==> config.mk <==
export PLATFORM = sky130hd
export DESIGN_NAME = sprite_compositor
export DESIGN_NICKNAME = d
export VERILOG_FILES = /design/src/rtl/sprite_pkg.sv /design/src/rtl/sprite_hit.sv /design/src/rtl/sprite_compositor.sv
export SDC_FILE = /design/constraint.sdc
export NUM_CORES = 1
export LEC_CHECK = 0
export CAP_MARGIN = 20
export CORE_AREA = 2 2 147 149
export DETAILED_ROUTE_END_ITERATION = 10
export DIE_AREA = 0 0 149 151
export PLACE_DENSITY = 0.95
export RECOVER_POWER = 50
export SKIP_LAST_GASP = 1
export SYNTH_ARGS = -nofsm -noshare
export SYNTH_HDL_FRONTEND = slang
export SYNTH_SLANG_ARGS = --single-unit
==> constraint.sdc <==
create_clock -name pclk -period 23.5 [get_ports pclk]
set_input_delay 5.875 -clock pclk [delete_from_list [all_inputs] [get_ports pclk]]
set_output_delay 5.875 -clock pclk [all_outputs]
set_load 0.05 [all_outputs]
==> src/rtl/sprite_pkg.sv <==
// rtl/sprite_pkg.sv - shared widths, screen constants and sprite record for sprite_compositor
package sprite_pkg;
  localparam int COORD_W = 11;
  localparam int RGB_W   = 12;
  localparam int H_VIS   = 1024;
  localparam int V_VIS   = 768;

  typedef struct packed {
    logic [COORD_W-1:0] x;
    logic [COORD_W-1:0] y;
    logic [RGB_W-1:0]   color;
    logic               en;
  } sprite_t;
endpackage

==> src/rtl/sprite_hit.sv <==
// rtl/sprite_hit.sv - one sprite channel: frame-coherent shadow register and registered range compare
module sprite_hit
  import sprite_pkg::*;
#(
  parameter int SPR_W = 16,
  parameter int SPR_H = 16
) (
  input  logic               pclk,
  input  logic               rst,
  input  logic               load,
  input  logic               blank,
  input  logic [COORD_W-1:0] x_in,
  input  logic [COORD_W-1:0] y_in,
  input  logic [RGB_W-1:0]   color_in,
  input  logic               en_in,
  input  logic [COORD_W-1:0] hcount,
  input  logic [COORD_W-1:0] vcount,
  output logic               hit,
  output logic [RGB_W-1:0]   color
);
  localparam logic [COORD_W:0] W_EXT = SPR_W[COORD_W:0];
  localparam logic [COORD_W:0] H_EXT = SPR_H[COORD_W:0];

  sprite_t          shadow;
  logic [COORD_W:0] x_lo, x_hi, y_lo, y_hi, h_ext, v_ext;
  logic             in_rect;

  // One extra bit keeps x+SPR_W from wrapping back onto the left edge
  assign x_lo    = {1'b0, shadow.x};
  assign y_lo    = {1'b0, shadow.y};
  assign x_hi    = x_lo + W_EXT;
  assign y_hi    = y_lo + H_EXT;
  assign h_ext   = {1'b0, hcount};
  assign v_ext   = {1'b0, vcount};
  assign in_rect = shadow.en & (h_ext >= x_lo) & (h_ext < x_hi) & (v_ext >= y_lo) & (v_ext < y_hi);
  assign color   = shadow.color;

  // Shadow copy only changes at the frame edge so a frame never tears
  always_ff @(posedge pclk or posedge rst) begin
    if (rst) shadow <= '0;
    else if (load) shadow <= '{x: x_in, y: y_in, color: color_in, en: en_in};
  end

  // Stage-1 hit, suppressed in any blanking interval
  always_ff @(posedge pclk or posedge rst) begin
    if (rst) hit <= 1'b0;
    else     hit <= in_rect & ~blank;
  end
endmodule

==> src/rtl/sprite_compositor.sv <==
// rtl/sprite_compositor.sv - 2-cycle sprite overlay stage; collision monitor under SPRITE_COLLISION_EN
module sprite_compositor
  import sprite_pkg::*;
#(
  parameter int N_SPR = 4,
  parameter int SPR_W = 16,
  parameter int SPR_H = 16
) (
  input  logic                       pclk,
  input  logic                       rst,
  input  logic [COORD_W-1:0]         hcount_in,
  input  logic [COORD_W-1:0]         vcount_in,
  input  logic                       hsync_in,
  input  logic                       vsync_in,
  input  logic                       hblnk_in,
  input  logic                       vblnk_in,
  input  logic [RGB_W-1:0]           rgb_in,
  input  logic [N_SPR*COORD_W-1:0]   spr_x_in,
  input  logic [N_SPR*COORD_W-1:0]   spr_y_in,
  input  logic [N_SPR*RGB_W-1:0]     spr_color_in,
  input  logic [N_SPR-1:0]           spr_en_in,
  output logic [COORD_W-1:0]         hcount_out,
  output logic [COORD_W-1:0]         vcount_out,
  output logic                       hsync_out,
  output logic                       vsync_out,
  output logic                       hblnk_out,
  output logic                       vblnk_out,
  output logic [RGB_W-1:0]           rgb_out,
  output logic [N_SPR-1:0]           coll_mask_out,
  output logic                       coll_valid_out
);
  logic                 vblnk_prev;
  logic                 frame_edge;
  logic [N_SPR-1:0]     hit;
  logic [RGB_W-1:0]     color_sh [N_SPR];
  logic [COORD_W-1:0]   hcount_d1, vcount_d1;
  logic                 hsync_d1, vsync_d1, hblnk_d1, vblnk_d1;
  logic [RGB_W-1:0]     rgb_d1, rgb_mux;

  assign frame_edge = vblnk_in & ~vblnk_prev;

  // Previous vblnk, used to spot the start of vertical blanking
  always_ff @(posedge pclk or posedge rst) begin
    if (rst) vblnk_prev <= 1'b0;
    else     vblnk_prev <= vblnk_in;
  end

  for (genvar i = 0; i < N_SPR; i++) begin : g_spr
    sprite_hit #(.SPR_W(SPR_W), .SPR_H(SPR_H)) u_hit (
      .pclk     (pclk),
      .rst      (rst),
      .load     (frame_edge),
      .blank    (hblnk_in | vblnk_in),
      .x_in     (spr_x_in[COORD_W*i +: COORD_W]),
      .y_in     (spr_y_in[COORD_W*i +: COORD_W]),
      .color_in (spr_color_in[RGB_W*i +: RGB_W]),
      .en_in    (spr_en_in[i]),
      .hcount   (hcount_in),
      .vcount   (vcount_in),
      .hit      (hit[i]),
      .color    (color_sh[i])
    );
  end

  // Stage 1: carry timing and upstream pixel alongside the hit compares
  always_ff @(posedge pclk or posedge rst) begin
    if (rst) begin
      hcount_d1 <= '0; vcount_d1 <= '0;
      hsync_d1  <= 1'b0; vsync_d1 <= 1'b0; hblnk_d1 <= 1'b0; vblnk_d1 <= 1'b0;
      rgb_d1    <= '0;
    end else begin
      hcount_d1 <= hcount_in; vcount_d1 <= vcount_in;
      hsync_d1  <= hsync_in;  vsync_d1  <= vsync_in;
      hblnk_d1  <= hblnk_in;  vblnk_d1  <= vblnk_in;
      rgb_d1    <= rgb_in;
    end
  end

  // Lowest-index hit wins; with no hit the upstream pixel passes through
  always_comb begin
    rgb_mux = rgb_d1;
    for (int i = N_SPR - 1; i >= 0; i--) begin
      if (hit[i]) rgb_mux = color_sh[i];
    end
  end

  // Stage 2: registered outputs
  always_ff @(posedge pclk or posedge rst) begin
    if (rst) begin
      hcount_out <= '0; vcount_out <= '0;
      hsync_out  <= 1'b0; vsync_out <= 1'b0; hblnk_out <= 1'b0; vblnk_out <= 1'b0;
      rgb_out    <= '0;
    end else begin
      hcount_out <= hcount_d1; vcount_out <= vcount_d1;
      hsync_out  <= hsync_d1;  vsync_out  <= vsync_d1;
      hblnk_out  <= hblnk_d1;  vblnk_out  <= vblnk_d1;
      rgb_out    <= rgb_mux;
    end
  end

`ifdef SPRITE_COLLISION_EN
  logic [N_SPR-1:0] acc, acc_next;

  // Sprite 0 is the reference, so its own bit never accumulates
  always_comb begin
    acc_next    = acc | ({N_SPR{hit[0]}} & hit);
    acc_next[0] = 1'b0;
  end

  // Publish and clear the accumulator once per frame at the vblnk edge
  always_ff @(posedge pclk or posedge rst) begin
    if (rst) begin
      acc            <= '0;
      coll_mask_out  <= '0;
      coll_valid_out <= 1'b0;
    end else begin
      coll_valid_out <= frame_edge;
      if (frame_edge) begin
        coll_mask_out <= acc;
        acc           <= '0;
      end else begin
        acc <= acc_next;
      end
    end
  end
`else
  assign coll_mask_out  = '0;
  assign coll_valid_out = 1'b0;
`endif
endmodule

; Yosys cells after proc, flatten, opt, wreduce, memory -nomap -nowiden
; Index checks and enable logic that the tools add are counted.
; Widths: inputs -> output; s select.
[op_classes]
shifts = 0
eq_ne = 0
n_addsub = 8
mul = 0
div_mod_pow = 0
n_reduce_logical = 0
muxes = 4
bitwise_logic = 24
n_lt_le_gt_ge = 16
[op_table]
columns = op, n
row1 = $add 11x5->12 const B, 8
row2 = $lt 11x12->1, 8
row3 = $ge 11x11->1, 8
row4 = $mux 12, 4
row5 = $and 1x1->1, 21
row6 = $not 1->1, 2
row7 = $or 1x1->1, 1
[word_totals]
ramBits = 0
out_inout_bits = 43
mem_count = 0
latchBits = 0
reg_bits = 220
rom_bits = 0

; Logic depth before layout (Yosys ltp)
[depth]
word_depth = 6
mapped_depth = 10
ltp_nobuf = 10

; By module
; Synthesis repeated with hierarchy kept, for this count alone.
[hier_totals]
hier_cells = 1168
hier_area_um2 = 12321.8
[modules_own_cells]
columns = module, instances, cells_per_inst, area_each_um2, seq_area_each_um2
row1 = sprite_hit at g_spr[0].u_hit ..., 3, 253, 2446.1, 900.9
row2 = sprite_compositor, 1, 155, 2516.2, 1901.8
row3 = sprite_hit at g_spr[2].u_hit, 1, 254, 2467.4, 900.9

; Worst setup path before layout
; Ideal clock, no wire load.
[synth_path]
kind = input port to flip-flop
from = input vcount_in[5]
to = register g_spr[0].u_hit.hit
slack_ns = 16.238
arrival_time_ns = 7.167
stages = 7
n_path_buf = 0
cell_sequence = ha_1 a211o_1 o211ai_1 a21oi_2 a2111oi_4 nor3_1 nor4b_2
[synth_between]
elab_chain_cells = 4
word_cells_on_any_way = 5
cone_classes = order compare: 2 / bitwise: 3
[synth_lines]
columns = element, line
row1 = "start, declared", sprite_compositor.sv:12  ; input logic [COORD_W-1:0] vcount_in,
row2 = $ge 11x11->1, sprite_hit.sv:35  ; assign in_rect = shadow.en & (h_ext >= x_lo) & (h_ext < x_hi) & (v_ext >= y_lo) & (v_ext < y_hi);
row3 = $and 1x1->1, sprite_hit.sv:35
row4 = $and 1x1->1 *, sprite_hit.sv:35
row5 = $and 1x1->1 *, sprite_hit.sv:47  ; else hit <= in_rect & ~blank;
row6 = "end signal, assigned", sprite_hit.sv:47
row7 = "end, declared", sprite_hit.sv:18  ; output logic hit,
; Every way passes the cells marked *; elsewhere a longest branch is shown, timed or not.
; A chain may end at the register's enable or synchronous reset.

; Worst setup path after layout
[layout_path]
from = input vblnk_in
to = register g_spr[2].u_hit.shadow[30] (netlist bit)
[layout_between]
elab_chain_cells = 1
[layout_lines]
columns = element, line
row1 = "start, declared", sprite_compositor.sv:16  ; input logic vblnk_in,
row2 = $and 1x1->1, sprite_compositor.sv:40  ; assign frame_edge = vblnk_in & ~vblnk_prev;
row3 = "end signal, assigned", sprite_hit.sv:41  ; else if (load) shadow <= '{x: x_in, y: y_in, color: color_in, en: en_in};
row4 = "end, declared", sprite_hit.sv:24  ; sprite_t shadow;
; No other way between the ends.

==> summary.md <==
| Metric | Value |
|---|---|
| Synthesized area | `about 0.012 sq mm` |
| Core footprint | `between 0.02 and 0.025 sq mm` |
| Top Metal Used | `met4` |
| Slew Limit Fails | `367` |
| P per Cell Area | `between 70 and 80 mW/mm^2` |
| Vias in the first global route | `9614` |
| Reg2Reg Launch Point | `vblnk_d1$_DFF_PP0_` |
| Max cap viols | `2` |
| FF+latch count, synth | `between 200 and 250` |
| Post-CTS setup buffers | `0` |
| Post-synth EDFFs | `0` |
| Startpoint Class | `input pin` |
| Post-synthesis async set-or-reset flop share | `1.000` |
| Crit. Startpoint | `vblnk_in` |
| WL met3 | `2246 um` |
| Hold Crit Start | `vcount_d1[8]$_DFF_PP0_` |
| Initial Utilization | `0.5642` |
| # rows | `53` |
| DRT met1 WL | `about 12000 um` |
| Seq/Total Area, Yosys | `0.4686` |
| DRC | `0` |
| Bufs on Longest Clock Path | `3` |
| Status | `finished, violations left` |
| Synthesized area per cell | `about 10 sq um` |
| Metal2 WL | `between 10000 and 15000 um` |
| Drt pass-1 iters | `5` |
| Vias per cell | `around 5.7` |
| WL final | `30620 um` |
| Via count | `9345` |
| CTS Sinks | `between 200 and 250` |
| Top FF cell, synth | `dfrtp_1` |
| Worst-path cell chain | `dlygate4sd3_1 > nor2b_2 > clkbuf_1 > nand2_1 > o21ai_0` |
| Setup tns final | `0 ps` |
| Port Buffers | `~220` |
| Count leader, synth | `dfrtp_1` |
| GP Congestion | `~0.93` |
| Global-route wire length before repair | `47980 um` |
| Leakage | `~6.6 nW` |
| Critical path type | `input pin to flip-flop` |
| Commonest cells post-synth | `dfrtp_1 (220), ha_1 (152), nand2_1 (112)` |
| Crit. End Element | `flip-flop` |
| CTS resizes | `0` |
| Setup Viol. Count Final | `0` |
| GRT Util Overall | `0.2714` |
| Grt ovf | `0` |
| Synth top area cells | `dfrtp_1 (47%), ha_1 (16%), o21ai_0 (4.0%)` |
| First-iteration detailed-routing DRC count | `just under 500` |
| Setup slack at placement | `between 15000 and 20000 ps` |
| Top cell type's share of synthesized area | `0.4686` |
| Final hold violation count | `0` |
| Root Driver | `clkbuf_16` |
| Critical-path maximum fanout | `220` |
| Largest stage delay, worst path | `just over 6000 ps` |
| F_max | `72.98 MHz` |
| Final worst-path cycle share | `0.5831` |
| Worst Hold Class | `flip-flop to flip-flop` |
| Die height | `about 150 um` |
| H-tree depth | `1` |
| Power, Total | `between 1 and 1.5 mW` |
| Synth area leader | `dfrtp_1` |
| Skew final | `approximately 15 ps` |
| Die area | `around 0.022 sq mm` |
| Routed length per instance | `18.82 um` |
| Num CTS Buffers | `24` |
| Tightest Pin Transition | `between 8000 and 9000 ps` |
| Tmin final | `13700 ps` |
| CTS tree | `built` |
| Clock Latency Late Sink | `~520 ps` |
| RSZ-0062 raised after global routing | `no` |
| I/O pin count | `between 200 and 250` |
| Hold buffer count at cts | `0` |
| Antenna-violating nets left | `0` |
| Worst path slowest cell | `clkbuf_1` |
| Share of cells above drive strength 1 | `0.06440` |
| HPWL after detailed placement | `22110 um` |
| CP required | `23830 ps` |
| Synth cell types | `just over 60` |
| Area grow syn2layout | `27.35%` |
| Final Worst Setup Slack | `~9800 ps` |
| Max_slew headroom | `-4.964` |
| Mapped Cells | `between 1000 and 1500` |
| Width of the die | `about 150 um` |
| Failing checks | `capacitance limit, slew limit` |
| Final Util | `0.7185` |
| YS warnings | `0` |
| Initial antenna violation count | `1` |
| Largest net degree at the start of global routing | `221` |
| Final #Nets | `1667` |
| Arrival time of the worst setup path | `between 10000 and 15000 ps` |
| Reg clk slew, reported paths | `~60 ps` |
| Peak VDD IR | `just under 0.00006 V` |
==> power by group <==
group,internal [mW],switching (mW),leakage (nW)
clock,0.242,0.150,0.400
sequential,0.420,0.0256,2.63
combinational,0.118,0.139,3.61
==> routing by layer <==
layer	vias up	GRT usage
met3	104	0.04367
li1	4351	-
met5	-	0
met1	4511	0.3368
met4	0	0.1148
met2	379	0.4728
==> worst max-delay path, delay by kind of cell <==
kind | cells | cell delay, ps
buffers and inverters | 2 | 6800
and+or+nand+nor | 2 | 950
AOI/OAI and AO/OA | 1 | 370
==> cell type report <==
cell class | count | area (sq um)
inverter | 94 | 369.1
fill | 1423 | 5861
multi-input combinational | 776 | 5729
sequential | 220 | 5505
tap | 275 | 344.1
timing repair buffer | 219 | 2183
clock buffer | 35 | 713.2
clock inverter | 7 | 115.1
antenna | 1 | 2.502
==> stage by stage <==
stage                     std cells  cell area, sq um  hold slack (ps)
after CTS                      1626             14990            347.0
after global placement         1584             14160            332.0
after floorplan                1126             11760            331.2
after detailed placement       1584             14160            334.7
final                          1627             14960            345.7
after global routing           1626             14960            353.0
==> placed cells by master (no fill, tap or decap), types with 6 or more instances in the layout <==
master,netlist,final
ha_1,152,152
a21o_1,14,14
inv_2,15,15
o211ai_1,12,12
clkbuf_1,23,6
xnor2_1,40,40
nand4_1,9,9
nor2_1,44,44
o21ai_1,18,8
clkdlybuf4s50_1,0,178
clkbuf_16,0,25
a21oi_1,73,73
nor3_1,12,12
nand3_1,40,40
nor2b_1,9,8
o21ai_0,95,105
and3_1,10,10
inv_1,74,73
dlygate4sd3_1,0,39
nand2_1,112,112
mux2_1,40,40
dfrtp_1,220,220
mux2i_1,12,12
mux2_2,20,20
==> path summary, 6_finish.rpt <==
path | slack, ps | depth (start not counted) | to
setup / recovery | 9800 | 5 | g_spr[2].u_hit.shadow[30]$_DFFE_PP0P_
hold / removal | 350 | 0 | vcount_out[8]$_DFF_PP0_
setup reg to reg | 15430 | 4 | g_spr[2].u_hit.shadow[30]$_DFFE_PP0P_
hold reg to reg | 350 | 0 | vcount_out[8]$_DFF_PP0_
max in group asynchronous | 12870 | 3 | g_spr[2].u_hit.shadow[14]$_DFFE_PP0P_
min in group asynchronous | 7800 | 2 | g_spr[2].u_hit.color[8]$_DFFE_PP0P_
==> sequential cells by signal, summed over array words and instances, names as in the netlist, 4 cells and up <==
signal,count
rgb_d1,12
vcount_d1,11
g_spr.u_hit.shadow,92
hcount_d1,11
vcount_out,11
g_spr.u_hit.color,48
rgb_out,12
hcount_out,11
g_spr.u_hit.hit,4
==> kinds of logic after synthesis <==
logic type,synth area share
and+or+nand+nor,0.1056
AOI/OAI and AO/OA,0.1208
DFF,0.4686
adders and majority gates,0.1619
buffers and inverters,0.04526
muxes,0.06773
xor gates and xnor gates,0.02982
other,0.0003192
Power figures use the tool's default switching activity.
